===== src/rtl/axis_uart_pkg.sv =====
// Shared UART types, widths and the parity helper used by the transmitter and receiver.
package axis_uart_pkg;

  localparam int DATA_WIDTH    = 8;
  localparam int DIVIDER_WIDTH = 32;

  typedef enum logic [2:0] {
    IDLE,
    START,
    DATA,
    PARITY,
    STOP,
    WAIT
  } uart_state_e;

  // Receiver error flags as seen by the status register.
  typedef struct packed {
    logic parity_err;
    logic frame_err;
    logic overrun;
  } uart_rx_status_t;

  // Expected parity bit for a payload; odd parity wins when both modes are enabled.
  function automatic logic parity(input logic [DATA_WIDTH-1:0] data,
                                  input logic                  odd,
                                  input logic                  even);
    logic result;
    result = 1'b0;
    if (odd) begin
      result = ~(^data);
    end else if (even) begin
      result = ^data;
    end
    return result;
  endfunction

endpackage


===== src/rtl/sync_ff.sv =====
// Flop chain that brings an asynchronous level into the clk_i domain.
module sync_ff #(
  parameter int   STAGES    = 2,
  parameter logic RESET_VAL = 1'b1
) (
  input  logic clk_i,
  input  logic rst_i,
  input  logic d_i,
  output logic q_o
);

  logic [STAGES-1:0] chain;

  // Shift the raw input through the chain; reset loads the idle level.
  always_ff @(posedge clk_i) begin
    if (rst_i) begin
      chain <= {STAGES{RESET_VAL}};
    end else begin
      chain <= {chain[STAGES-2:0], d_i};
    end
  end

  assign q_o = chain[STAGES-1];

endmodule


===== src/rtl/axis_uart_rx.sv =====
// UART receiver: 8N1/8E1/8O1 deserialiser feeding a one-entry AXI-Stream output register.
module axis_uart_rx #(
  parameter int DATA_WIDTH    = axis_uart_pkg::DATA_WIDTH,
  parameter int DIVIDER_WIDTH = axis_uart_pkg::DIVIDER_WIDTH,
  parameter int SYNC_STAGES   = 2
) (
  input  logic                     clk_i,
  input  logic                     rst_i,
  input  logic [DIVIDER_WIDTH-1:0] clk_divider_i,
  input  logic                     parity_odd_i,
  input  logic                     parity_even_i,
  input  logic                     uart_rx_i,
  output logic [DATA_WIDTH-1:0]    m_axis_tdata_o,
  output logic                     m_axis_tvalid_o,
  input  logic                     m_axis_tready_i,
  output logic                     parity_err_o,
  output logic                     frame_err_o,
  output logic                     overrun_o
);

  import axis_uart_pkg::*;

  localparam int                       IDX_W    = (DATA_WIDTH > 1) ? $clog2(DATA_WIDTH) : 1;
  localparam logic [IDX_W-1:0]         LAST_IDX = IDX_W'(DATA_WIDTH - 1);
  localparam logic [DIVIDER_WIDTH-1:0] MIN_DIV  = DIVIDER_WIDTH'(2);
  localparam logic [DIVIDER_WIDTH-1:0] ONE      = DIVIDER_WIDTH'(1);

  logic                     rx_s;
  uart_state_e              state_q, state_d;
  logic [DIVIDER_WIDTH-1:0] cnt_q, cnt_d;
  logic [DIVIDER_WIDTH-1:0] div_q, div_d;
  logic [IDX_W-1:0]         bit_idx_q, bit_idx_d;
  logic [DATA_WIDTH-1:0]    shift_q, shift_d;
  logic                     odd_q, odd_d;
  logic                     even_q, even_d;
  logic                     err_q, err_d;
  logic                     byte_good, parity_fail, frame_fail;
  logic [DIVIDER_WIDTH-1:0] bit_end, half_end;
  logic [DATA_WIDTH-1:0]    tdata_q;
  logic                     tvalid_q;
  uart_rx_status_t          status_q;

  sync_ff #(
    .STAGES   (SYNC_STAGES),
    .RESET_VAL(1'b1)
  ) u_sync (
    .clk_i(clk_i),
    .rst_i(rst_i),
    .d_i  (uart_rx_i),
    .q_o  (rx_s)
  );

  assign bit_end  = div_q - ONE;
  assign half_end = (div_q >> 1) - ONE;

  // Frame sequencing: start qualification, mid-bit sampling, parity and stop checks.
  always_comb begin
    state_d     = state_q;
    cnt_d       = cnt_q;
    div_d       = div_q;
    odd_d       = odd_q;
    even_d      = even_q;
    bit_idx_d   = bit_idx_q;
    shift_d     = shift_q;
    err_d       = err_q;
    byte_good   = 1'b0;
    parity_fail = 1'b0;
    frame_fail  = 1'b0;
    case (state_q)
      IDLE: begin
        if (!rx_s) begin
          state_d = START;
          cnt_d   = '0;
          div_d   = (clk_divider_i < MIN_DIV) ? MIN_DIV : clk_divider_i;
          odd_d   = parity_odd_i;
          even_d  = parity_even_i;
          err_d   = 1'b0;
        end
      end
      START: begin
        if (cnt_q == half_end) begin
          cnt_d = '0;
          if (rx_s) begin
            state_d = IDLE;
          end else begin
            state_d   = DATA;
            bit_idx_d = '0;
          end
        end else begin
          cnt_d = cnt_q + ONE;
        end
      end
      DATA: begin
        if (cnt_q == bit_end) begin
          cnt_d   = '0;
          shift_d = {rx_s, shift_q[DATA_WIDTH-1:1]};
          if (bit_idx_q == LAST_IDX) begin
            state_d = (odd_q || even_q) ? PARITY : STOP;
          end else begin
            bit_idx_d = bit_idx_q + IDX_W'(1);
          end
        end else begin
          cnt_d = cnt_q + ONE;
        end
      end
      PARITY: begin
        if (cnt_q == bit_end) begin
          cnt_d   = '0;
          state_d = STOP;
          if (rx_s != parity(shift_q, odd_q, even_q)) begin
            err_d = 1'b1;
          end
        end else begin
          cnt_d = cnt_q + ONE;
        end
      end
      STOP: begin
        if (cnt_q == bit_end) begin
          cnt_d = '0;
          if (!rx_s) begin
            frame_fail = 1'b1;
            state_d    = WAIT;
          end else begin
            if (err_q) begin
              parity_fail = 1'b1;
            end else begin
              byte_good = 1'b1;
            end
            state_d = IDLE;
          end
        end else begin
          cnt_d = cnt_q + ONE;
        end
      end
      WAIT: begin
        if (rx_s) begin
          state_d = IDLE;
        end
      end
      default: begin
        state_d = IDLE;
        cnt_d   = '0;
      end
    endcase
  end

  // Frame state and the settings captured at start detection.
  always_ff @(posedge clk_i) begin
    if (rst_i) begin
      state_q   <= IDLE;
      cnt_q     <= '0;
      div_q     <= MIN_DIV;
      bit_idx_q <= '0;
      shift_q   <= '0;
      odd_q     <= 1'b0;
      even_q    <= 1'b0;
      err_q     <= 1'b0;
    end else begin
      state_q   <= state_d;
      cnt_q     <= cnt_d;
      div_q     <= div_d;
      bit_idx_q <= bit_idx_d;
      shift_q   <= shift_d;
      odd_q     <= odd_d;
      even_q    <= even_d;
      err_q     <= err_d;
    end
  end

  // Output holding register and single-cycle error pulses.
  always_ff @(posedge clk_i) begin
    if (rst_i) begin
      tdata_q  <= '0;
      tvalid_q <= 1'b0;
      status_q <= '0;
    end else begin
      status_q.parity_err <= parity_fail;
      status_q.frame_err  <= frame_fail;
      status_q.overrun    <= byte_good && tvalid_q && !m_axis_tready_i;
      if (byte_good && (!tvalid_q || m_axis_tready_i)) begin
        tdata_q  <= shift_q;
        tvalid_q <= 1'b1;
      end else if (tvalid_q && m_axis_tready_i) begin
        tvalid_q <= 1'b0;
      end
    end
  end

  assign m_axis_tdata_o  = tdata_q;
  assign m_axis_tvalid_o = tvalid_q;
  assign parity_err_o    = status_q.parity_err;
  assign frame_err_o     = status_q.frame_err;
  assign overrun_o       = status_q.overrun;

endmodule


===== config.mk =====
export PLATFORM = sky130hd
export DESIGN_NAME = axis_uart_rx
export DESIGN_NICKNAME = d
export VERILOG_FILES = /design/src/rtl/axis_uart_pkg.sv /design/src/rtl/sync_ff.sv /design/src/rtl/axis_uart_rx.sv
export SDC_FILE = /design/constraint.sdc
export NUM_CORES = 1
export LEC_CHECK = 0
export CAP_MARGIN = 20
export CORE_MARGIN = 2
export CORE_UTILIZATION = 45
export DETAILED_ROUTE_END_ITERATION = 7
export MAX_ROUTING_LAYER = met4
export PLACE_DENSITY_LB_ADDON = 0.1
export SLEW_MARGIN = 15
export SYNTH_ARGS = -nofsm -noshare
export SYNTH_HDL_FRONTEND = slang
export SYNTH_SLANG_ARGS = --single-unit

===== constraint.sdc =====
create_clock -name clk_i -period 3.8 [get_ports clk_i]
set_input_delay 0.38 -clock clk_i [delete_from_list [all_inputs] [get_ports clk_i]]
set_output_delay 0.38 -clock clk_i [all_outputs]
set_load 0.01 [all_outputs]

==> results.toml, run 1 <==
[run_status]
status = "finished, final reports clean"

[sta]
max_slew_margin_pct = 48.8
setup_viol = 0
finalCriticalPeriod_ps = 3640
skew_ps = 6.43
finalCritPeriodShare_pct = 95.9
worst_slew_pin_slew_ps = 769
report.final.slew_viol_count = 0
rsz0062_at_grt = "false"
hold_viol = 0
worst_hold_slack_ps = 422
fmax_mhz = 274

[worst_setup_path]
critPathLaunchType = "register"
cpPeakStageDelay_ps = 550
crit_chain = "or4_4 -> or3_4 -> buf_4 -> o41ai_4 -> and4_1 -> nand4_1 -> or4b_4 -> buf_4 -> nor4b_4 -> buf_6 -> mux2i_1 -> nor2_1"
cp_data_arrival_time_ps = 3850
endpoint_kind = "register"
worst_path_most_repeated_cell = "buf_4"
critPathSlowestCell = "or4_4"
crit_required_ps = 4010
reg2reg_from = "div_q[14]"
cpLargestDelayFamily = "simple AND/OR/NAND/NOR gates"
crit_type = "register to register"
cp_max_fo = 8
crit_buf_inv = 3
setup.worst_path.start = "div_q[14]"

[die]
io_pins = 50
die_h_um = 124
die_area_um2 = 15400
start_util_pct = 46.4
core_um2 = 14000
die_w_um = 124
row_count = 43

[synthesis]
synth_cell_types = 63
syn_nets = 906
synth_edf_count = 0
synth_top_family_by_area = "simple AND/OR/NAND/NOR gates"
synth_xor_area_share_pct = 13.8
synthMuxAreaShare_pct = 4.84
synth_flop_cell = "dfxtp_1"
synth_compound_area_share_pct = 13.5
synthSimpleGateAreaFrac_pct = 31.4
syn_inst = 863
yosys_warnings = 0
async_flop_share_pct = 0
avgSynthCellArea_um2 = 7.52
seq_area_frac_synth_pct = 29.3
syn_area_um2 = 6490
synth-seq-cells = 95
synth_adder_area_share_pct = 0.963

[cts]
root_buffer = "clkbuf_16"
cts_buffers = 9
cts_tree = "built"
ctsHoldBuffers = 0
cts_buffer_depth = 2
cts.sinks = 95
insertion_delay_ps = 350
clkSlewWorstSetupHoldPaths_ps = 70
htreeDepth = 3

[run]
max_cap_viol_count = 0

[worst_hold_path]
worstHoldStart = "u_sync.chain[0]"
min_path_type = "register to register"

[route]
drc_errors = 0
first_iter_violations = 667
vias_per_cell = 5.94
antenna_left = 0
firstDrtPassIters = 6
routedWlPerCell_um = 18.1
vias = 6571
drt_wl_total_um = 20000

[cells_and_area]
layout.area.seq_um2 = 1900
nets = 964
layout_common_cells = "126 x nand2_1, 93 x dfxtp_1, 74 x buf_4"
fillCellCount = 1340
utilization_pct = 57.5
diodes = 0
multi_input_area_um2 = 4410
area_delta_synth_final_pct = 24.0
final_common_cell = "nand2_1"
drive_gt1_share_pct = 17.0

[pwr]
cellPowerDensity_nw_per_um2 = 311
leakage_nw = 3.01
vdd_drop_max_uv = 245

[global_route]
overflow = 0
grt_usage_pct = 27.9
grt_pass1_wl_um = 32300
grt_max_degree = 72
grt_pass1_vias = 6091
antenna_found_initial = 0

[place]
place_congestion = 0.966
port_buffers = 49
dp_hpwl_um = 15200
## area by class of cell
cell class                 instances  area share (%)
clock buffer                      10            2.97
inverter                          18           0.839
multi-input combinational        669            54.8
clock inverter                     6           0.933
timing repair buffer             128            14.0
sequential                        95            23.7
tap                              180            2.80
## layer usage
layer,GRT usage (%),part of all wire [%],vias to the layer above
li1,-,-,3161
met1,38.0,45,3139
met2,43.0,47,238
met3,3.07,5.6,33
met4,9.62,2.6,0
met5,-,0,-
## repair_timing
item | 4_1_cts | 5_1_grt
setup buffers | 0 | 1
pin swaps | 0 | 7
hold endpoints to repair | 0 | 0
resized for setup | 7 | 36
endpoints found under the setup margin | 14 | 55
## report_power, final
group	leakage (nW)	internal, mW	switching, mW
sequential	0.769	1.01	0.0280
combinational	2.09	0.234	0.272
clock	0.152	0.539	0.422
total	3.01	1.78	0.721
## worst register-to-register path: cells and delay by family, from the launching register on
| family | cells | cell delay [ps] |
|---|---|---|
| compound gates | 1 | 340 |
| buf+inv | 3 | 540 |
| mux | 1 | 230 |
| simple gates | 7 | 2070 |
| flops | 1 | 330 |
## logic make-up after synthesis
logic type,Yosys count
adders and majority gates,5
buffers and inverters,99
xor gates and xnor gates,102
and+or+nand+nor,389
DFF,95
AOI/OAI and AO/OA,142
muxes,31
## metrics by stage
step	power, mW	setup WS (ps)	area (um^2)	TNS, ps	instances
after CTS	2.48	13.2	7850	0	1104
final	2.51	156	8050	0	1106
after floorplan	1.32	253	6490	0	863
after global routing	2.60	6.85	8050	0	1106
after detailed placement	1.52	-142	7490	-774	1088
after global placement	1.52	-118	7490	-1020	1088
## path summary, 6_finish.rpt
| kind | slack (ps) | to | cells after the start |
|---|---|---|---|
| min | 420 | u_sync.chain[1] | 1 |
| min reg2reg | 420 | u_sync.chain[1] | 1 |
| max | 160 | m_axis_tdata_o[7] | 12 |
| max reg2reg | 160 | m_axis_tdata_o[7] | 12 |
## synthesized netlist by cell type (all sizes together) (4+ instances only)
master	number	area share, %
nand4	20	2.0
nand3	39	3.0
nand4b	6	0.81
dfxtp	95	29
o311ai	7	0.94
a21oi	54	4.2
buf	14	1.3
nand3b	4	0.46
nor2b	4	0.39
nor4	32	3.7
and2	6	0.58
inv	17	0.98
and4	5	0.67
a31oi	18	1.7
o2111ai	5	0.67
xnor2	50	6.7
xor2	52	7.0
nor3	25	2.1
clkbuf	67	3.9
nor3b	11	1.3
or4	8	1.0
or3	7	0.83
and3	15	1.4
ha	5	0.96
nand2	126	7.3
nor2	60	3.5
or2	8	0.77
nand2b	7	0.67
mux2i	28	4.3
o21ai	29	2.2
## state kept, by name, summed over array words and instances (netlist names)
name             cells
bit_idx_q            3
cnt_q               32
div_q               32
err_q                1
even_q               1
frame_err_o          1
m_axis_tdata_o       8
m_axis_tvalid_o      1
odd_q                1
overrun_o            1
parity_err_o         1
shift_q              8
state_q              3
u_sync.chain         2
Note: power is estimated with default switching activity, not from simulation.
==> inputs of run 2 (changes only) <==
- CORE_ASPECT_RATIO: default -> 1.2
- CORE_UTILIZATION: 45 -> 60
- SYNTH_HIERARCHICAL: default -> 1
==> results.toml, run 2 <==
[run_status]
status = "finished, final reports clean"

[die]
start_util_pct = 60.8
die_w_um = 102
die_area_um2 = 12400
row_count = 43
die_h_um = 122
io_pins = 50
core_um2 = 11400

[sta]
skew_ps = 8.08
max_slew_margin_pct = 52.3
worst_slew_pin_slew_ps = 716
report.final.slew_viol_count = 0
rsz0062_at_grt = "false"
setup_viol = 0
fmax_mhz = 275
hold_viol = 0
finalSetupTns_ps = 0
finalCriticalPeriod_ps = 3640
finalCritPeriodShare_pct = 95.8

[worst_setup_path]
crit_required_ps = 4010
endpoint_kind = "register"
setup.worst_path.start = "div_q[11]"
r2r-end = "m_axis_tdata_o[0]"
critPathSlowestCell = "or4_4"
reg2regPathDepth = 11
critPathLaunchType = "register"
crit_type = "register to register"
cpPeakStageDelay_ps = 590
cpLargestDelayFamily = "simple AND/OR/NAND/NOR gates"
cp_data_arrival_time_ps = 3850
r2r_slack_ps = 160
cp-endpoint = "m_axis_tdata_o[0]"
crit_buf_inv = 2
crit_chain = "nor4_4 -> buf_4 -> nand2_2 -> or4_1 -> o31a_1 -> or4_4 -> a211oi_2 -> nand4_1 -> buf_4 -> o21ai_0 -> a21oi_1"
cp_max_fo = 11
path_depth = 11
worst_path_most_repeated_cell = "buf_4"
reg2reg_from = "div_q[11]"

[route]
drc_errors = 0
drt_wl_total_um = 21200
vias_per_cell = 6.30
vias = 7029
firstDrtPassIters = 5
routedWlPerCell_um = 19.0
antenna_left = 0
first_iter_violations = 575

[global_route]
grt_pass1_wl_um = 33800
antenna_found_initial = 0
grt_usage_pct = 36.0
grt_pass1_vias = 6828
overflow = 0
grt_max_degree = 68

[cells_and_area]
layout.area.seq_um2 = 1900
layout_common_cells = "160 x nand2_1, 95 x dfxtp_1, 69 x nor2_1"
fillCellCount = 1004
area_delta_synth_final_pct = 13.9
final_common_cell = "nand2_1"
nets = 997
drive_gt1_share_pct = 10.2
biggestRegsByFlops = "cnt_q (32), div_q (32)"
multi_input_area_um2 = 4640
diodes = 0

[synthesis]
syn_area_um2 = 6930
syn_nets = 979
synth-seq-cells = 95
async_flop_share_pct = 0
synth_top_area_share_pct = 27.4
synth_cell_types = 72
synth_common_cells = "161 x nand2_1, 95 x dfxtp_1, 69 x nor2_1, 63 x xnor2_1, 60 x clkbuf_1"
synth_flop_cell = "dfxtp_1"
syn_inst = 936
yosys_warnings = 6
synth_most_common_cell = "nand2_1"
seq_area_frac_synth_pct = 27.4
synth_edf_count = 0
synthTopCellsByArea = "dfxtp_1 27%, nand2_1 8.7%, xnor2_1 8.0%"
avgSynthCellArea_um2 = 7.40
yosys.area.top_type = "dfxtp_1"

[pwr]
pwr-share-clk_pct = 27.8
leakage_nw = 3.01
vdd_drop_max_uv = 270
combPwrFrac_pct = 36.5
finalPower_mw = 3.21
power.internal_mw = 1.96
cellPowerDensity_nw_per_um2 = 407
seq_power_share_pct = 35.7
swShare_pct = 39.0
switching_power_mw = 1.25

[cts]
insertion_delay_ps = 360
cts_buffer_depth = 2
clkSlewWorstSetupHoldPaths_ps = 70
cts_tree = "built"
htreeDepth = 3
root_buffer = "clkbuf_16"
cts_buffers = 9
cts.sinks = 95

[run]
max_cap_viol_count = 0

[worst_hold_path]
min_path_type = "register to register"

[place]
dp_hpwl_um = 16100
port_buffers = 49
place_congestion = 1.03
run 2: cell types whose count changed after synthesis, sizes merged, moves of 13 or more:
cell / previous run / this run
nand2: 126 / 163
o221ai: 2 / 23
and2: 6 / 26
xor2: 52 / 36
mux2i: 28 / 15
xnor2: 50 / 63
run 2: kinds of logic after synthesis:
family,share of synthesized area (%)
compound gates,15.1
xor+xnor,12.5
fa+ha+maj,0.903
buf+inv,5.99
flops,27.4
mux,2.65
simple gates,35.4
run 2: how the worst min path moves through the flow:
stage	slack [ps]	endpoint	startpoint	cells past startpoint
after global placement	390	u_sync/chain[1]	u_sync/chain[0]	1
after global routing	450	u_sync/chain[1]	u_sync/chain[0]	1
after CTS	420	u_sync/chain[1]	u_sync/chain[0]	1
final	420	u_sync/chain[1]	u_sync/chain[0]	1
after floorplan	380	u_sync/chain[1]	u_sync/chain[0]	1
after detailed placement	400	u_sync/chain[1]	u_sync/chain[0]	1
run 2: final cells by class:
class	instances	area share [%]
Clock buffer	9	2.85
Tap cell	157	2.49
Sequential cell	95	24.1
Multi-Input combinational cell	745	58.8
Timing Repair Buffer	93	10.4
Clock inverter	7	0.809
Inverter	10	0.476
run 2: power by group through the flow:
stage	clock network, mW	logic (mW)	registers (mW)
floorplan	0	0.852	1.09
global placement	0	1.08	1.16
detailed placement	0	1.11	1.16
CTS	0.901	1.11	1.14
global route	0.933	1.27	1.15
finish	0.891	1.17	1.15
run 2: stage by stage:
| step | worst slack [ps] | cell area (um^2) | util (%) | cells | hold slack [ps] |
|---|---|---|---|---|---|
| 2_1_floorplan | 547 | 6930 | - | 936 | 383 |
| 3_3_place_gp | 256 | 7530 | 66.1 | 1095 | 387 |
| 3_5_place_dp | 193 | 7530 | 66.1 | 1095 | 403 |
| 4_1_cts | 174 | 7820 | 68.6 | 1111 | 420 |
| 5_1_grt | 8.80 | 7890 | 69.2 | 1116 | 452 |
| 6_report | 159 | 7890 | 69.2 | 1116 | 420 |
run 2: routing by layer:
metal  wire, um  GRT usage [%]  up-vias
met5          0              -        -
met4       1120           19.8        0
met3       1470           6.20       62
met2       9830           56.0      306
met1       8790           44.1     3320
li1           -              -     3341
run 2: timing repair:
action / CTS / global route
gates resized for setup: 0 / 3
buffers inserted: 0 / 4
setup endpoints to repair: 0 / 29
hold buffers: 0 / 0
==> inputs of run 3 (changes only) <==
- CORE_MARGIN: 2 -> 1.5
==> results.toml, run 3 (same netlist as run 2, synthesis figures left out) <==
[run_status]
status = "finished, final reports clean"

[sta]
rsz0062_at_grt = "false"
finalCritPeriodShare_pct = 94.7
fmax_mhz = 278
skew_ps = 10.7
report.final.slew_viol_count = 0
worst_slew_pin_slew_ps = 757
hold_viol = 0
finalCriticalPeriod_ps = 3600
setup_viol = 0
max_slew_margin_pct = 49.1
finalSetupTns_ps = 0

[global_route]
antenna_found_initial = 0
grt_pass1_vias = 6476
grt_use_met1_pct = 46.4
overflow = 0
grt_busiest_layer = "met2"
grt_use_met2_pct = 54.9
grt_pass1_wl_um = 32800
grt.met3_usage_pct = 3.93
grt_usage_pct = 35.7
grt_max_degree = 68

[cells_and_area]
nets = 1004
multi_input_area_um2 = 4640
layout_common_cells = "161 x nand2_1, 95 x dfxtp_1, 69 x nor2_1"
final_area_um2 = 7970
fillCellCount = 904
layout.area.seq_um2 = 1900
drive_gt1_share_pct = 10.8
diodes = 0
area_delta_synth_final_pct = 15.1
biggestRegsByFlops = "cnt_q (32), div_q (32)"
final_common_cell = "nand2_1"

[worst_setup_path]
cp_max_fo = 6
critPathLaunchType = "register"
endpoint_kind = "register"
crit_type = "register to register"
r2r-end = "state_q[1]"
cpPeakStageDelay_ps = 590
cp_data_arrival_time_ps = 3840
crit_required_ps = 4040
crit_chain = "inv_1 -> ha_2 -> nor3b_4 -> nand2_2 -> or4_1 -> o31a_1 -> or4_4 -> nor2_4 -> a21o_1 -> and3_1 -> mux2_1"
reg2regPathDepth = 11
critPathSlowestCell = "or4_4"
r2r_slack_ps = 200
reg2reg_from = "div_q[1]"

[worst_hold_path]
min_path_type = "register to register"
worstHoldStart = "u_sync/chain[0]"
min_to = "u_sync/chain[1]"
min_path_cells = 1

[cts]
cts_tree = "built"
cts_buffers = 9
cts_buffer_depth = 2
cts.sinks = 95
post_cts_buffers = 0
htreeDepth = 3
clkSlewWorstSetupHoldPaths_ps = 70
insertion_delay_ps = 360
root_buffer = "clkbuf_16"

[pwr]
swShare_pct = 38.8
switching_power_mw = 1.27
pwr-share-clk_pct = 27.1
combPwrFrac_pct = 38.1
leakage_nw = 3.05
seq_power_share_pct = 34.8
power.internal_mw = 2.00
cellPowerDensity_nw_per_um2 = 410
vdd_drop_max_uv = 307

[route]
firstDrtPassIters = 5
vias = 7061
drt_wl_total_um = 21100
first_iter_violations = 554
routedWlPerCell_um = 18.9
antenna_left = 0
drc_errors = 0
vias_per_cell = 6.30

[place]
port_buffers = 49
place_congestion = 1.00
dp_hpwl_um = 16000
placed_area_um2 = 7610

[run]
max_cap_viol_count = 0

[die]
start_util_pct = 62.2
core_um2 = 11100
io_pins = 50
die_w_um = 101
die_area_um2 = 12200
row_count = 42
die_h_um = 121
-- run 3: worst max-delay path by stage --
stage	startpoint	endpoint	slack [ps]	depth (start not counted)
3_3_place_gp	div_q[0]	state_q[1]	260	11
4_1_cts	div_q[1]	state_q[1]	110	11
6_report	div_q[1]	state_q[1]	200	11
5_1_grt	div_q[2]	m_axis_tdata_o[6]	30	13
2_1_floorplan	div_q[1]	state_q[1]	550	11
3_5_place_dp	div_q[1]	state_q[1]	140	11
-- run 3: stage by stage --
step	cells	util [%]	hold slack [ps]	setup slack, ps	total power [mW]
final	1120	71.6	417	200	3.27
after global routing	1120	71.6	453	33.6	3.42
after CTS	1117	70.9	418	114	3.22
after detailed placement	1101	68.3	407	141	2.34
after global placement	1101	68.3	387	257	2.30
after floorplan	936	-	383	547	1.94
-- run 3: metal layers --
metal  vias up  share of wire (%)
li1       3347                  -
met1      3345                 42
met2       317                 47
met3        52                6.7
met4         0                4.4
met5         -                  0
-- run 3: layout make-up --
cell class / count / area share, %
Clock buffer: 9 / 2.82
Clock inverter: 7 / 0.800
Inverter: 10 / 0.471
Multi-Input combinational cell: 745 / 58.2
Sequential cell: 95 / 23.9
Tap cell: 154 / 2.42
Timing Repair Buffer: 100 / 11.5
-- run 3: critical path: cells and delay by family, from the launching register on --
family | cells | cell delay, ps
flip-flops | 1 | 360
adder cells (fa/ha/maj) | 1 | 230
multiplexers | 1 | 330
AO/OA/AOI/OAI | 2 | 520
AND/OR/NAND/NOR | 6 | 1940
buffers and inverters | 1 | 100
-- run 3: power groups by stage --
stage | registers [mW] | logic (mW) | clock network (mW)
after floorplan | 1.09 | 0.852 | 0
after global placement | 1.15 | 1.16 | 0
after detailed placement | 1.15 | 1.18 | 0
after CTS | 1.13 | 1.19 | 0.893
after global routing | 1.14 | 1.34 | 0.939
final | 1.14 | 1.25 | 0.886
-- run 3: what timing repair did --
action / in CTS / in global routing
hold buffers: 0 / 0
gates resized for setup: 0 / 3
setup endpoints to repair: 0 / 17
